## src/rtl/fifo_drain.sv

```systemverilog
// fifo_drain: drains a dual-clock FIFO read port into a valid/ready stream.
// The FIFO delivers read data one rd_clk after the read strobe, so a 2-entry
// skid buffer (head, tail) absorbs the word still in flight when the
// downstream stalls. Reads are issued only while buffered plus in-flight
// words would stay below two, so nothing is ever dropped.
// Optional feature: define FIFO_DRAIN_CNT_EN to add the sample_cnt port and
// a 16-bit wrapping count of accepted samples.
`timescale 1ns/1ps
module fifo_drain #(
    parameter int DWIDTH = 16
) (
    input  logic              rd_clk,
    input  logic              areset_n,
    input  logic              fifo_empty,
    input  logic [DWIDTH-1:0] fifo_q,
    output logic              fifo_read,
    output logic [DWIDTH-1:0] m_data,
    output logic              m_valid,
`ifdef FIFO_DRAIN_CNT_EN
    output logic [15:0]       sample_cnt,
`endif
    input  logic              m_ready
);

    localparam logic [1:0] EMPTY = 2'd0;
    localparam logic [1:0] ONE   = 2'd1;
    localparam logic [1:0] TWO   = 2'd2;

    logic [1:0]        r_occ;
    logic              r_inflight;
    logic [DWIDTH-1:0] r_head;
    logic [DWIDTH-1:0] r_tail;

    logic              w_pop;
    logic [2:0]        w_level;
    logic              w_head_cap;
    logic              w_tail_cap;
    logic              w_shift;
    logic [1:0]        w_occ_nxt;

    // w_level never underflows: a pop implies at least one buffered word.
    assign w_pop      = (r_occ != EMPTY) & m_ready;
    assign w_level    = {1'b0, r_occ} + {2'b00, r_inflight} - {2'b00, w_pop};
    assign fifo_read  = areset_n & ~fifo_empty & (w_level < 3'd2);

    // The arriving word lands in head when the buffer drains this cycle,
    // otherwise it queues behind head. In TWO no word can be in flight.
    assign w_head_cap = r_inflight & ((r_occ == EMPTY) | ((r_occ == ONE) & w_pop));
    assign w_tail_cap = r_inflight & ~w_head_cap;
    assign w_shift    = w_pop & (r_occ == TWO);

    assign m_valid    = (r_occ != EMPTY);
    assign m_data     = r_head;

    // Occupancy next-state from capture and pop.
    always_comb begin
        w_occ_nxt = r_occ;
        case (r_occ)
            EMPTY: begin
                if (r_inflight) w_occ_nxt = ONE;
            end
            ONE: begin
                if (r_inflight && !w_pop)      w_occ_nxt = TWO;
                else if (!r_inflight && w_pop) w_occ_nxt = EMPTY;
            end
            TWO: begin
                if (w_pop) w_occ_nxt = ONE;
            end
            default: w_occ_nxt = EMPTY;
        endcase
    end

    // Control state: occupancy and the read-data-pending flag.
    always_ff @(posedge rd_clk or negedge areset_n) begin
        if (!areset_n) begin
            r_occ      <= EMPTY;
            r_inflight <= 1'b0;
        end else begin
            r_occ      <= w_occ_nxt;
            r_inflight <= fifo_read;
        end
    end

    // Head register drives m_data, so it is cleared on reset.
    always_ff @(posedge rd_clk or negedge areset_n) begin
        if (!areset_n) begin
            r_head <= '0;
        end else if (w_head_cap) begin
            r_head <= fifo_q;
        end else if (w_shift) begin
            r_head <= r_tail;
        end
    end

    // Tail register is only read when occupancy says it holds a word.
    always_ff @(posedge rd_clk) begin
        if (w_tail_cap) begin
            r_tail <= fifo_q;
        end
    end

`ifdef FIFO_DRAIN_CNT_EN
    logic [15:0] r_sample_cnt;

    // Accepted-sample counter, wraps naturally at 16 bits.
    always_ff @(posedge rd_clk or negedge areset_n) begin
        if (!areset_n) begin
            r_sample_cnt <= 16'h0000;
        end else if (w_pop) begin
            r_sample_cnt <= r_sample_cnt + 16'h0001;
        end
    end

    assign sample_cnt = r_sample_cnt;
`endif

endmodule

```

## config.mk

```make
export PLATFORM = sky130hd
export DESIGN_NAME = fifo_drain
export DESIGN_NICKNAME = d
export VERILOG_FILES = /design/src/rtl/fifo_drain.sv
export SDC_FILE = /design/constraint.sdc
export NUM_CORES = 1
export LEC_CHECK = 0
export BUFFER_PORTS_ARGS = -buffer_cell sky130_fd_sc_hd__clkbuf_2
export CAP_MARGIN = 5
export CORE_ASPECT_RATIO = 1.5
export CORE_MARGIN = 2
export CORE_UTILIZATION = 25
export CTS_BUF_LIST = sky130_fd_sc_hd__clkbuf_8
export CTS_CLUSTER_SIZE = 25
export DETAILED_ROUTE_END_ITERATION = 10
export GPL_TIMING_DRIVEN = 0
export MAX_ROUTING_LAYER = met4
export PLACE_DENSITY = 0.52
export SETUP_SLACK_MARGIN = 0.3
export SLEW_MARGIN = 25
export SYNTH_ARGS = -nofsm -noshare
export SYNTH_HDL_FRONTEND = slang
export SYNTH_SLANG_ARGS = --single-unit
export TNS_END_PERCENT = 30
```

## constraint.sdc

```tcl
create_clock -name rd_clk -period 6.4 [get_ports rd_clk]
set_input_delay 1.28 -clock rd_clk [delete_from_list [all_inputs] [get_ports rd_clk]]
set_output_delay 1.28 -clock rd_clk [all_outputs]
set_load 0.005 [all_outputs]
```

* Word level (Yosys, flattened, before mapping) *
Cells that the tools add are included.

word-level totals
  bits in latches = 0
  ROM bits = 0
  logic and storage cells = 37
  output and inout bits = 18
  register bits = 35
  RAM bits = 0
  memories kept = 0
  input bits = 20

operators by class
  $mul = 0
  equal/unequal tests = 5
  order comparisons = 1
  shift operators = 0
  divide/modulo/power cells = 0
  $add $sub $neg = 2
  reduce and logical (&&, ||, !) cells = 8
  bitwise logic cells = 10
  multiplexer cells = 7

operator list
  kind                                                                   number
  16-bit 2-to-1 mux                                                      2
  2-bit 2-to-1 mux                                                       4
  1-bit AND                                                              7
  2-bit case mux with 3 select lines                                     1
  2-bit != test (second input constant)                                  2
  2-bit nonzero test                                                     2
  2-bit by 1-bit adder with 3-bit output                                 1
  3-bit by 2-bit < comparator with 1-bit output (second input constant)  1
  3-bit by 1-bit != test with 1-bit output (second input constant)       1
  3-bit AND reduction                                                    1
  3-bit by 1-bit subtractor with 3-bit output                            1
  2-bit by 1-bit == test with 1-bit output (second input constant)       1
  2-bit == test (second input constant)                                  1
  1-bit logical AND                                                      2
  1-bit logical NOT                                                      2
  2-bit logical NOT                                                      1
  1-bit inverter                                                         2
  1-bit OR                                                               1

* Logic depth before layout (Yosys ltp) *
Gate-level depths: netlist of the first run.

  depth in word-level cells = 7
  mapped depth = 8
  mapped depth without buffers = 7

* Worst setup path after synthesis of the first run *
Ideal clock, no wire load.

  path kind = input-to-output
  start = in m_ready
  end = out fifo_read
  arrival time = 2.478 ns
  path slack = 2.642 ns
  cell stages on the path = 6
  buffers on the path = 0
  required time = 5.120 ns
  cell sequence = nand2_1 ha_1 nand2b_1 fa_1 xor2_1 nor3_1

between the ends
  cells in the longest elaborated chain, start to end = 4

ends and longest elaborated chain
  what                                           RTL line  RTL
  start: declaration                             22        input logic m_ready
  1-bit AND                                      42        assign w_pop = (r_occ != EMPTY) & m_ready;
  3-bit by 1-bit subtractor with 3-bit output    43        assign w_level = {1'b0, r_occ} + {2'b00, r_inflight} - {2'b00, w_pop};
  3-bit by 2-bit < comparator with 1-bit output  44        assign fifo_read = areset_n & ~fifo_empty & (w_level < 3'd2);
  1-bit AND                                      44
  end: declaration                               16        output logic fifo_read,

No other way between the ends.

* Worst setup path after layout of the first run *
Ends and elaborated chain as after synthesis.

==> run metrics, run 1 <==
Clk pwr share 18.4%; Antenna Nets Post-Route 0; FF+latch area 956 sq um; min cycle time layout slightly above 4 ns; Die H 102 um; hold buffers post-CTS 0; Comb pwr share 38.9%; critical path class in2out; NumNets Final around 200; maximum vdd drop 0.000147 V; DP HPWL 2570 um; wire per inst 14.5 um; worst-path fanout max 6; final non-filler cell total 250; Critical Path End Type output pin; max cap viols 0; PwrDens 419 nW/um^2; total power 813 uW; vias per cell 4.50; TritonCTS Buffers 5; final hold slack around 0.53 ns; largest net degree at the start of global routing 21; share of cells above drive strength 1 35.2%; Startpoint Class input port; Critical Path RT 5.12 ns; leakage power 0.000810 uW; syn nets 153; register area share after synthesis 60.3%; # rows 35; fmax 0.244 GHz; CTS root buf clkbuf_8; final hold viol count 0; Port Buffer Count 37; Hold Path Class reg2reg; H-tree depth 2; Yosys cell types 27; sw frac 34.3%; core area 6130 sq um; Placed Instances approximately 240; count of warnings emitted by yosys 0; postcts setup bufs 0; multi-input logic area 548 sq um; Initial Utilization 25.9%; switching pwr between 200 and 300 uW; total number of vias between 1k and 1.5k; sequential share of power approximately 43%; clock skew after layout around 0.0073 ns; Ant. Diodes 0; GRT Overall Usage 11.8%; setup TNS 0 ns; drt total wl 3630 um; GPL Wtd Cong 0.670; Ports 38; remaining global-route overflow 0; period utilisation layout between 60% and 70%; worst rel slew slack 49.0%; CTS clk-pin slew, worst paths 0.07 ns; final slew viol count 0; area grow syn2layout 22.6%; fillcell total ~660; CTS max path bufs 2; Final setup violation count 0; vias in the first global route 1235; Cells after Synth 131; post-cts sizing count 0; first-pass GRT wire length 6140 um; CTS Sinks 35; drt first pass iters 4; Int Power 534 uW; Synth Register Bits 35; status finished clean; CP arrival 2.82 ns; Avg Synthesized Cell Area 12.1 sq um; Mapped Area 1590 sq um; RSZ-0062 raised after global routing no; DIE WIDTH 69.0 um; antenna violations before repair 0; Remaining DRCs 0; Worst Tran Pin Value around 0.76 ns; CTS tree yes; clock latency on the worst-skew pair 0.29 ns; die area around 7000 sq um; Iter 0 DRT Violations 32
[synthesized netlist by cell type, drive strengths merged]
cell	n	share of area (%)
nand2	36	8.5
nor3	17	5.4
dfrtp	19	30
nand3b	1	0.47
o31ai	1	0.47
nand2b	3	1.7
nor2b	1	0.39
buf	7	4.3
and3b	1	0.55
o21a	1	0.47
nor2	2	0.47
clkbuf	3	0.79
o22ai	1	0.39
fa	1	1.3
xor2	1	0.55
or2	2	0.79
edfxtp	16	30
a21o	1	0.47
ha	1	0.79
a31oi	16	12
[critical path, stage by stage]
cell and delay [ns]:
clkbuf_2 0.13, nand2_1 0.08, ha_1 0.26, nand2b_1 0.16, fa_1 0.38, xor2_1 0.15, nor3_1 0.22, clkbuf_2 0.15
[placed cells by master, fill, tap and decap left out, types with 3 or more instances in the layout]
master    instances
edfxtp_1         16
buf_2             3
clkbuf_8          5
nand2_1          36
clkbuf_2         38
nor3_1           17
buf_6             3
a31oi_1           6
a31oi_4           3
dfrtp_1          19
a31oi_2           7
[cells by family after synthesis]
group,Yosys count,share of synthesized area (%)
AOI/OAI and AO/OA,20,13.7
xor gates and xnor gates,1,0.553
adders and majority gates,2,2.05
buffers and inverters,10,5.13
DFF,35,60.3
and+or+nand+nor,63,18.2
[routing by layer]
metal | up-vias | share of wire [%] | global-route usage, %
li1 | 549 | - | -
met1 | 535 | 45 | 14.5
met2 | 33 | 48 | 18.5
met3 | 7 | 4.4 | 2.39
met4 | 0 | 1.6 | 5.73
met5 | - | 0 | -
[flip-flops by register name, indices dropped and copies added (netlist names)]
signal / count
m_data: 16
r_inflight: 1
r_tail: 16
r_occ: 2
[final cells by class]
class                   count  area share [%]
well taps                  74            4.76
flip-flops and latches     35            49.2
plain buffers              10            4.19
clock inverters             3           0.580
multi-input cells          86            28.2
repair buffers             37            9.53
clock buffers               5            3.54
[per-stage QoR]
step / setup slack (ns) / area (sq um) / utilization, %
3_3_place_gp: 2.29 / 1860 / 30.4
4_1_cts: 2.28 / 1940 / 31.7
2_1_floorplan: 2.64 / 1590 / -
3_5_place_dp: 2.28 / 1860 / 30.4
5_1_grt: 2.13 / 1940 / 31.7
6_report: 2.30 / 1940 / 31.7
[final timing paths]
kind | from | endpoint | slack [ns] | cells past startpoint
worst max-delay path | m_ready | fifo_read | 2.30 | 8
worst min-delay path | r_tail[14] | m_data[14] | 0.53 | 2
worst max register to register | r_occ[1] | r_inflight | 4.22 | 8
worst min register to register | r_tail[14] | m_data[14] | 0.53 | 2
max in group asynchronous | areset_n | m_data[13] | 5.08 | 1
min in group asynchronous | areset_n | m_data[3] | 0.95 | 1
[power by group through the flow]
stage | combinational [uW] | sequential, uW | clock (uW)
floorplan | 210 | 349 | 0
finish | 317 | 347 | 150
global placement | 316 | 353 | 0
detailed placement | 324 | 352 | 0
global route | 358 | 358 | 164
CTS | 323 | 349 | 155
Note: power is estimated with default switching activity, not from simulation.
==> inputs of run 2 (changes only) <==
--- a/config.mk
+++ b/config.mk
@@ -15,7 +15,7 @@
 export DETAILED_ROUTE_END_ITERATION = 10
 export GPL_TIMING_DRIVEN = 0
 export MAX_ROUTING_LAYER = met4
-export PLACE_DENSITY = 0.52
+export PLACE_DENSITY = 0.54
 export SETUP_SLACK_MARGIN = 0.3
 export SLEW_MARGIN = 25
 export SYNTH_ARGS = -nofsm -noshare
==> constraint.sdc (replaced) <==
create_clock -name rd_clk -period 3.6 [get_ports rd_clk]
set_input_delay 0.72 -clock rd_clk [delete_from_list [all_inputs] [get_ports rd_clk]]
set_output_delay 0.72 -clock rd_clk [all_outputs]
set_load 0.005 [all_outputs]
==> run 2 against run 1 <==
Net effect:
- total power up 99%
- clock skew up 0.0029 ns
- register-to-register slack worse by 2.8 ns
- sequential share of layout area down 1.9 points
- via count up 2.8%
- non-clock buffer count up 2
- worst setup slack worse by 1.9 ns
- global-route usage down 0.29 points
- critical path depth up 1
- worst hold slack worse by 0.13 ns
- routed wire length up 0.17%
- largest cell class unchanged
- largest power group unchanged
- highest routed layer unchanged
==> run metrics, run 2 (synthesis gave the netlist of run 1 again) <==
clock latency on the worst-skew pair between 0.2 and 0.3 ns; vias per cell approximately 4.6; RSZ-0062 raised after global routing no; maximum vdd drop 0.000273 V; worst-path fanout max 10; remaining global-route overflow 0; setup TNS 0 ns; period utilisation layout 87.9%; clock skew after layout 0.0102 ns; vias in the first global route between 1k and 1.5k; Critical Path End Type output pin; antenna violations before repair 0; share of cells above drive strength 1 38.8%; final slew viol count 0; drt total wl 3640 um; Ant. Diodes 0; Hold Path Class in2async; worst rel slew slack 47.9%; GPL Wtd Cong 0.754; CTS root buf clkbuf_8; CP arrival 2.44 ns; status finished clean; PwrDens 799 nW/um^2; H-tree depth 2; DIE WIDTH ~69 um; first-pass GRT wire length between 6000 and 7000 um; min cycle time layout between 3 and 4 ns; Final setup violation count 0; Final Core Density 33.0%; CTS max path bufs 2; max cap viols 0; GRT Overall Usage 11.5%; TritonCTS Buffers 5; NumNets Final slightly below 200; Port Buffer Count 37; area grow syn2layout 27.5%; total number of vias 1155; CTS tree yes; critical path class reg2out; Ports 38; hold buffers post-CTS 0; fmax roughly 0.32 GHz; drt first pass iters 4; Die H 102 um; leakage power 0.000843 uW; CTS clk-pin slew, worst paths about 0.080 ns; fillcell total 657; Critical Path RT 2.88 ns; Iter 0 DRT Violations between 50 and 60; CTS Sinks 35; core area 6130 sq um; Startpoint Class register; Remaining DRCs 0; final hold slack 0.404 ns; Antenna Nets Post-Route 0; Initial Utilization 25.9%; leading cell types in the layout, fill and taps excluded 37 x clkbuf_2, 35 x nand2_1, 19 x dfrtp_1, 16 x nor3_1, 16 x edfxtp_1; # rows 35; DP HPWL 2520 um; Worst Tran Pin Value between 0.7 and 0.8 ns; die area 7010 sq um; most common cell after layout, fill and taps aside clkbuf_2; largest net degree at the start of global routing 21; wire per inst 14.4 um; final hold viol count 0
==> run 2: cell count changes in the layout (fill, tap and decap cells not counted) <==
cell        before  now
bufinv_16        0    2
nor3_1          17   16
clkinvlp_4       0    1
inv_1            1    0
buf_4            0    2
nor3_2           0    1
clkinv_1         2    0
nand2_2          0    1
clkbuf_2        38   37
buf_2            3    4
nand2_1         36   35
==> run 2: worst max-delay path, cell delays in order (launching register included) <==
cell and delay [ns]:
dfrtp_1 0.39, buf_6 0.14, or2_2 0.31, nand2_2 0.08
ha_1 0.21, nand2b_1 0.16, fa_1 0.38, xor2_1 0.16
nor3_2 0.19, buf_2 0.14
==> run 2: area by class of cell <==
class                   instances  area [sq um]  share of cell area, %
multi-input cells              86           556                   27.5
flip-flops and latches         35           956                   47.3
well taps                      74          92.6                   4.58
repair buffers                 39           200                   9.90
plain buffers                  10          81.3                   4.02
clock inverters                 3          67.6                   3.34
clock buffers                   5          68.8                   3.40
==> run 2: what timing repair did <==
action	4_1_cts	5_1_grt
setup buffers	0	2
endpoints found under the setup margin	0	1
gates resized for setup	0	3
==> run 2: worst paths after layout <==
kind,startpoint,to,slack [ns],cells after the start
max in group asynchronous,areset_n,m_data[4],2.80,1
min in group rd_clk,r_tail[2],m_data[2],0.54,2
worst max register to register,r_occ[1],r_inflight,1.40,9
worst min-delay path,areset_n,m_data[11],0.40,1
worst max-delay path,r_occ[1],fifo_read,0.44,9
worst min register to register,r_tail[2],m_data[2],0.54,2
==> run 2: power breakdown <==
group	switching, uW	internal, uW	leakage, uW
registers	71.4	543	0.000363
logic	291	287	0.000416
clock network	148	276	0.0000644
==> run 2: routing by layer <==
layer	up-vias	share of wire, %	GRT usage, %
li1	559	-	-
met1	556	43	13.7
met2	35	50	18.3
met3	5	5.3	3.48
met4	0	1.7	4.52
met5	-	0	-
==> run 2: metrics by stage <==
stage	worst slack, ns	std cells	cell area, sq um	total power, uW
after CTS	0.325	250	2000	1630
after global routing	0.300	252	2020	1720
after global placement	0.620	242	1860	1190
after detailed placement	0.614	242	1860	1200
after floorplan	0.847	131	1590	993
final	0.436	252	2020	1620
